--- src/rtl/seq_detector_param.sv ---
// seq_detector_param: serial pattern detector with KMP fallback.
// Consumes one bit per in_valid cycle and pulses 'out' for one cycle, one
// cycle after the bit that completes PATTERN (MSB received first).
// OVERLAP=1 keeps the longest proper border after a match; OVERLAP=0
// restarts from an empty prefix.
// Optional feature macro: SEQDET_COUNT_EN adds a saturating match counter
// and the match_count port.
// Handshake: i is consumed on a rising clk edge only when in_valid=1 and
// rst=0; there is no back-pressure, every valid bit is accepted.
module seq_detector_param #(
    parameter int                 PAT_LEN = 4,
    parameter logic [PAT_LEN-1:0] PATTERN = 4'b1101,
    parameter int                 OVERLAP = 1,
    parameter int                 CNT_W   = 8
) (
    input  logic                     clk,
    input  logic                     rst,
    input  logic                     i,
    input  logic                     in_valid,
    output logic                     out,
    output logic [$clog2(PAT_LEN)-1:0] p_dbg
`ifdef SEQDET_COUNT_EN
    ,
    output logic [CNT_W-1:0]         match_count
`endif
);

    localparam int P_W = $clog2(PAT_LEN);
    localparam logic [P_W-1:0] LAST = P_W'(PAT_LEN - 1);

    // Longest PATTERN prefix (shorter than PAT_LEN) that is a suffix of
    // the first s pattern bits followed by bit b. For s=PAT_LEN-1 with a
    // matching b this is the longest proper border of PATTERN.
    function automatic int kmp_next(input int s, input logic b);
        logic [16:0] seq;
        int          len;
        int          res;
        logic        ok;
        seq = '0;
        for (int j = 0; j < 16; j++) begin
            if (j < s) begin
                seq[j] = PATTERN[PAT_LEN-1-j];
            end
        end
        seq[s] = b;
        len    = s + 1;
        res    = 0;
        for (int k = 1; k <= 16; k++) begin
            if (k <= len && k < PAT_LEN) begin
                ok = 1'b1;
                for (int j = 0; j < 16; j++) begin
                    if (j < k) begin
                        if (PATTERN[PAT_LEN-1-j] != seq[len-k+j]) begin
                            ok = 1'b0;
                        end
                    end
                end
                if (ok) begin
                    res = k;
                end
            end
        end
        return res;
    endfunction

    logic [P_W-1:0] nxt0 [PAT_LEN];
    logic [P_W-1:0] nxt1 [PAT_LEN];
    logic           pbit [PAT_LEN];

    // Transition table built at elaboration, one entry per progress state.
    for (genvar s = 0; s < PAT_LEN; s++) begin : g_tab
        localparam int N0 = kmp_next(s, 1'b0);
        localparam int N1 = kmp_next(s, 1'b1);
        assign nxt0[s] = P_W'(N0);
        assign nxt1[s] = P_W'(N1);
        assign pbit[s] = PATTERN[PAT_LEN-1-s];
    end

    logic [P_W-1:0] p;
    logic [P_W-1:0] p_next;
    logic           hit;

    // State register: progress p and the registered match pulse.
    always_ff @(posedge clk) begin
        if (rst) begin
            p   <= '0;
            out <= 1'b0;
        end else begin
            p   <= p_next;
            out <= hit;
        end
    end

    // Next-state: follow the KMP table on consumed bits, hold otherwise.
    always_comb begin
        p_next = p;
        if (in_valid) begin
            if (hit && OVERLAP == 0) begin
                p_next = '0;
            end else if (i) begin
                p_next = nxt1[p];
            end else begin
                p_next = nxt0[p];
            end
        end
    end

    // Output decode: the consumed bit completes the pattern.
    always_comb begin
        hit = 1'b0;
        if (in_valid && p == LAST && i == pbit[p]) begin
            hit = 1'b1;
        end
    end

    assign p_dbg = p;

`ifdef SEQDET_COUNT_EN
    // Saturating match counter, stepping on the same edge that raises out.
    always_ff @(posedge clk) begin
        if (rst) begin
            match_count <= '0;
        end else if (hit && match_count != {CNT_W{1'b1}}) begin
            match_count <= match_count + 1'b1;
        end
    end
`endif

endmodule
--- config.mk ---
export PLATFORM = sky130hd
export DESIGN_NAME = seq_detector_param
export DESIGN_NICKNAME = d
export VERILOG_FILES = /design/src/rtl/seq_detector_param.sv
export SDC_FILE = /design/constraint.sdc
export NUM_CORES = 1
export LEC_CHECK = 0
export ABC_AREA = 1
export CAP_MARGIN = 5
export CORE_AREA = 2 2 39 41
export CTS_BUF_LIST = sky130_fd_sc_hd__clkbuf_2 sky130_fd_sc_hd__clkbuf_4 sky130_fd_sc_hd__clkbuf_8
export DETAILED_ROUTE_END_ITERATION = 16
export DIE_AREA = 0 0 41 43
export PLACE_DENSITY = 0.31
export SYNTH_ARGS = -nofsm -noshare
export SYNTH_HDL_FRONTEND = slang
export SYNTH_SLANG_ARGS = --single-unit
--- constraint.sdc ---
create_clock -name clk -period 3.49 [get_ports clk]
set_clock_uncertainty 0.15 [all_clocks]
set_input_delay 0.5235 -clock clk [delete_from_list [all_inputs] [get_ports clk]]
set_output_delay 0.5235 -clock clk [all_outputs]
set_load 0.01 [all_outputs]
# After elaboration in Yosys (flattened, before gate mapping)
# Index checks and enable logic that the tools add are counted.
# op_classes
n_lt_le_gt_ge	1
n_eq_ne	2
muxes	11
n_bitwise	1
reduce_logical	2
# op_table
operator	n
$mux 2	5
$bmux 2 s2	2
$ge 3x3->1 const B	1
$mux 1	3
$not 2->3	1
$bmux 1 s2	1
$eq 2x2->1 const B	1
$logic_and 1x1->1	2
$eq 1x1->1	1
# word_totals
regBits	3
input_bits	4
out_inout_bits	3
word_cells	19

# Longest topological paths before layout
# Gate-level depths: netlist of the first run.
# depth
depth_word	7
mapped_depth	6
ltp_nobuf	6

# Worst setup path after synthesis of the first run
# OpenSTA, ideal clock, no wires.
# synth_path
path_type	register -> register
startpoint	register p[1], in the netlist p_dbg[1]
endpoint	register p[1], in the netlist p_dbg[1]
setup_time_ps	70
arrival_ps	994
required_ps	3270
path_slack_ps	2277
stages_incl_launch_ff	6
n_path_buf	0
synth_period_minus_slack_ps	1213
cell_sequence	dfxtp_1 > inv_1 > ha_1 > nand2_1 > and2_1 > a21oi_1
# synth_between
elab_chain_len	5
word_cells_on_any_way	8
classes_between	7 x mux; 1 x bitwise
# synth_lines
element	line	text
start: declaration	79	logic [P_W-1:0] p;
start signal: assignment	89	p <= p_next;
$not 2->3 (implied by the code) *	101, 103	
$bmux 2 s2 (on tied branches)	103, 101	
$mux 2 (on tied branches) (2 in series)	103, 101	
$mux 2 *	100	end else if (i) begin
# Every way passes the cells marked *; elsewhere a longest branch is shown, timed or not. The select of a mux whose other input is x is not followed.
# A chain may end at the register's enable or synchronous reset.

# Worst setup path after layout of the first run
# layout_path
startpoint	register p[1], in the netlist p_dbg[1]
endpoint	output p_dbg[1]
# layout_lines
element	line	text
end: declaration	21	output logic [$clog2(PAT_LEN)-1:0] p_dbg
# No word-level cell between the ends.

==> results_dict.tcl, run 1 <==
set metrics [dict create \
    drtAntennaViolNets 0 \
    cts_tree "built" \
    overflow 0 \
    multi_input_area_um2 111.4 \
    r2r_start "p_dbg[1]" \
    max_stage_delay_ns 0.57 \
    path_cells "clkdlybuf4s50_1" \
    die_height_um 43 \
    syn_area_um2 186.4 \
    synth_edf_count 0 \
    fin_nets 44 \
    crit_type "flop to primary output" \
    relSlewSlack_pct 87.76 \
    synth_top_area_share_pct 32.21 \
    timing.fmax_ghz 0.5313 \
    setup_tns_ns 0 \
    synth_common_cells "nand2_1, dfxtp_1, ha_1, inv_1, nor2_1" \
    diodes 0 \
    post-synth-top-count-cell "nand2_1" \
    power_frac_clock_pct 54.3 \
    antenna_found_initial 0 \
    switching_share_pct 24.24 \
    grt.total_usage_pct 5.812 \
    tightest_slew_ns 0.1834 \
    cp.arrival_ns 1.21 \
    hold_violations 0 \
    crit_slowest_cell "clkdlybuf4s50_1" \
    die_area_mm2 0.001763 \
    synthCells 26 \
    grt_first_pass_wirelength_um 641 \
    cts_setup_buffers 0 \
    rsz0062_at_grt "false" \
    drv_cap 0 \
    holdCritStartpoint "p_dbg[0]" \
    grt_max_degree 7 \
    drt_first_pass_iters 2 \
    post-route-min-period_ns 1.882 \
    cts.sinks 3 \
    dp_slack_ns 1.803 \
    clock_latency_ns 0.24 \
    stdcell_count 52 \
    cp_num_buf_inv 1 \
    ctsResizeCount 0 \
    ys.flop_type "dfxtp_1" \
    yosysWarnings 0 \
    core_mm2 0.001384 \
    hold_ws_ns 0.4610 \
    critPathRequiredTime_ns 2.82 \
    drc_errors 0 \
    power_density_mw_per_mm2 436.4 \
    synth.avg_cell_area_um2 7.170 \
    p_leak_nw 0.1362 \
    chipWidth_um 41 \
    syn_nets 33 \
    worst-path-max-fanout 6 \
    finalSetupViolations 0 \
    io_buffers 6 \
    drt-total-wl_um 378 \
    end_kind "primary output" \
    pwr-share-seq_pct 29.7 \
    intPower_uw 98.05 \
    place_inst 48 \
    gp_congestion 0.6663 \
    io_pins 7 \
    yosys_register_bits 3 \
    p_sw_uw 31.37 \
    synth_cell_types 12 \
    final_core_util_pct 21.43 \
    pwr-share-comb_pct 16.0 \
    row_count 14 \
    syn_to_final_growth_pct 59.06 \
    h-tree-depth 1 \
    finalMaxSlewViolations 0 \
    cts_buffers 3 \
    wl_per_cell_um 7.269 \
    status "finished clean" \
    start_util_pct 13.47 \
    drive_gt1_share_pct 16.67 \
    via_per_inst 3.596 \
    cts_buffer_depth 2 \
    start_kind "flop" \
    ctsRootBufferMaster "clkbuf_4" \
    async_flop_share_pct 0 \
    hold_buffers 0 \
    vias 187 \
    hold_class "flop to flop" \
    grt_pass1_vias 197 \
    layout_setup_ws_ns 1.608 \
    peakVddDrop_uv 61.96 \
    fillers 157 \
    yosys.area.top_type "dfxtp_1" \
    yosys-top-cells-area "dfxtp_1, ha_1, nand2_1, inv_1, a21oi_2" \
    drt_iter0_drc 6 \
    final-seq-area_um2 60.06 \
    period_share_pct 53.93 \
    synth_seq_area_share_pct 32.21 \
    crit_family "buffers and inverters" \
    clkSlewWorstSetupHoldPaths_ns 0.04 \
    cp-startpoint "p_dbg[1]" \
]
==> worst paths after layout <==
path / to / cells past startpoint / slack (ns)
max: p_dbg[1] / 1 / 1.61
min: p_dbg[0] / 4 / 0.46
max reg2reg: p_dbg[1] / 5 / 2.25
min reg2reg: p_dbg[0] / 4 / 0.46
==> cell type report <==
| class | count | area share (%) |
|---|---|---|
| Multi-Input combinational cell | 19 | 37.55 |
| Sequential cell | 3 | 20.25 |
| Timing Repair Buffer | 6 | 20.25 |
| Clock buffer | 4 | 10.13 |
| Tap cell | 16 | 6.751 |
| Inverter | 4 | 5.063 |
==> cells by family after synthesis <==
group / count (synthesis) / share of synthesized area, %
DFF: 3 / 32.22
AOI/OAI and AO/OA: 3 / 10.06
and+or+nand+nor: 13 / 29.53
buffers and inverters: 4 / 8.051
adders and majority gates: 3 / 20.14
==> sequential cells by signal (all words and copies together), names as in the netlist <==
| signal | flops |
|---|---|
| out | 1 |
| p_dbg | 2 |
==> metrics by stage <==
stage	cell area, um2	total power, mW
6_report	296.5	0.1294
2_1_floorplan	186.4	0.04975
3_3_place_gp	266.5	0.06025
5_1_grt	296.5	0.1373
3_5_place_dp	266.5	0.05995
4_1_cts	296.5	0.1315
==> per-layer routing <==
| layer | vias to the layer above | wire (um) | track usage (%) |
|---|---|---|---|
| li1 | 98 | - | - |
| met1 | 81 | 166 | 5.112 |
| met2 | 6 | 175 | 8.438 |
| met3 | 2 | 17 | 0 |
| met4 | 0 | 19 | 10.00 |
| met5 | - | 0 | 0 |
==> cell usage in the layout (no fill, tap or decap) <==
master / instances
o21ai_0: 1
nor2_1: 2
ha_1: 3
clkdlybuf4s50_1: 6
a21oi_1: 1
nand3_1: 1
clkbuf_4: 4
and2_1: 1
inv_1: 3
dfxtp_1: 3
or2_0: 1
nand2_1: 8
inv_2: 1
a21oi_2: 1
==> power groups by stage <==
stage / clock (mW) / combinational [mW] / sequential, mW
2_1_floorplan: 0 / 0.0101 / 0.0397
3_3_place_gp: 0 / 0.0211 / 0.0391
3_5_place_dp: 0 / 0.0208 / 0.0392
4_1_cts: 0.0718 / 0.0210 / 0.0386
5_1_grt: 0.0743 / 0.0240 / 0.0389
6_report: 0.0703 / 0.0207 / 0.0385
(Power assumes the default switching activity.)
==> inputs of run 2 (changes only) <==
Settings changed: PLACE_DENSITY 0.31 to 0.32.
Clock period 3.49 ns to 1.65 ns, I/O delays scaled along.
==> run 2 against run 1 <==
Non-clock buffer count unchanged; register-to-register slack got worse by 1.9 ns; global-route usage increased by 1.0 points.
==> results_dict.tcl, run 2 (synthesized netlist as in run 1, its figures left out) <==
set metrics [dict create \
    status "finished clean" \
    grt_first_pass_wirelength_um 745 \
    tightest_slew_ns 0.2048 \
    crit_type "flop to primary output" \
    grt.total_usage_pct 6.807 \
    die_height_um 43 \
    hold_class "flop to flop" \
    cts_tree "built" \
    crit_slowest_cell "clkdlybuf4s50_1" \
    drtAntennaViolNets 0 \
    hold_violations 0 \
    power_density_mw_per_mm2 917.0 \
    via_per_inst 3.558 \
    clkSlewWorstSetupHoldPaths_ns 0.04 \
    drive_gt1_share_pct 16.67 \
    finalSetupViolations 0 \
    p_leak_nw 0.1515 \
    grt_pass1_vias 196 \
    path_cells "clkdlybuf4s50_1" \
    cts_buffers 3 \
    cts.sinks 3 \
    io_buffers 6 \
    post-route-min-period_ns 1.527 \
    grt_max_degree 7 \
    ctsRootBufferMaster "clkbuf_4" \
    period_share_pct 92.53 \
    setup_tns_ns 0 \
    clock_latency_ns 0.24 \
    drc_errors 0 \
    overflow 0 \
    cp_num_buf_inv 1 \
    drv_cap 0 \
    cts_buffer_depth 2 \
    diodes 0 \
    start_kind "flop" \
    drt_iter0_drc 7 \
    final_core_util_pct 21.61 \
    syn_to_final_growth_pct 60.40 \
    die_area_mm2 0.001763 \
    antenna_found_initial 0 \
    dp_hpwl_um 306.3 \
    max_stage_delay_ns 0.54 \
    cts_setup_buffers 0 \
    end_kind "primary output" \
    gp_congestion 0.6632 \
    wl_per_cell_um 7.769 \
    largest_register_ffs 2 \
    timing.fmax_ghz 0.6550 \
    io_pins 7 \
    vias 185 \
    relSlewSlack_pct 86.33 \
    worst-path-max-fanout 3 \
    final_cell_mix "nand2_1, clkdlybuf4s50_1, clkbuf_4" \
    crit_family "buffers and inverters" \
    mostFrequentLayoutCell "nand2_1" \
    place_inst 48 \
    stdcell_count 52 \
    drt-total-wl_um 404 \
    start_util_pct 13.47 \
    peakVddDrop_uv 142.5 \
    cp.arrival_ns 1.13 \
    rsz0062_at_grt "false" \
    drt_first_pass_iters 4 \
    h-tree-depth 1 \
    finalMaxSlewViolations 0 \
    row_count 14 \
    fin_nets 44 \
    core_mm2 0.001384 \
    critPathRequiredTime_ns 1.25 \
    chipWidth_um 41 \
]
==> run 2: cell count changes in the layout (fill, tap and decap cells not counted) <==
cell / delta
dlymetal6s2s_1: +1
clkdlybuf4s50_1: -1
==> run 2: final timing paths <==
check | from | endpoint | slack [ns] | depth (start not counted)
min | p_dbg[0] | p_dbg[0] | 0.46 | 4
max reg2reg | p_dbg[1] | p_dbg[1] | 0.38 | 5
max | p_dbg[0] | p_dbg[0] | 0.12 | 1
min reg2reg | p_dbg[0] | p_dbg[0] | 0.46 | 4
==> run 2: stage by stage <==
step | setup slack (ns) | hold slack, ns | cell area [um2] | power (mW)
floorplan | 0.4366 | 0.2518 | 186.4 | 0.1052
global placement | 0.2350 | 0.4552 | 266.5 | 0.1270
detailed placement | 0.2354 | 0.4566 | 266.5 | 0.1268
CTS | 0.006178 | 0.4624 | 296.5 | 0.2837
global route | 0.06005 | 0.5067 | 299.0 | 0.2955
finish | 0.1232 | 0.4575 | 299.0 | 0.2742
==> run 2: final cells by class <==
| cell class | instances | area, um2 |
|---|---|---|
| tap | 16 | 20.02 |
| inverter | 4 | 15.01 |
| clock buffer | 4 | 30.03 |
| timing repair buffer | 6 | 62.56 |
| sequential | 3 | 60.06 |
| multi-input combinational | 19 | 111.4 |
| fill | 155 | 1085 |
==> run 2: layer usage <==
layer	share of wire (%)	routed length (um)	track usage, %
met1	44	178	7.006
met2	48	194	8.750
met3	7.7	31	1.571
met4	0	0	10.00
met5	0	0	0
==> run 2: power breakdown <==
part	internal (mW)	switching [mW]	leakage, nW
sequential	0.0771	0.00458	0.0246
combinational	0.0227	0.0205	0.109
clock	0.107	0.0420	0.0184
total	0.207	0.0672	0.152
==> run 2: repair_timing <==
item,in CTS,in global routing
hold endpoints to repair,0,0
resized for setup,0,1
hold buffers,0,0
setup endpoints to repair,0,1
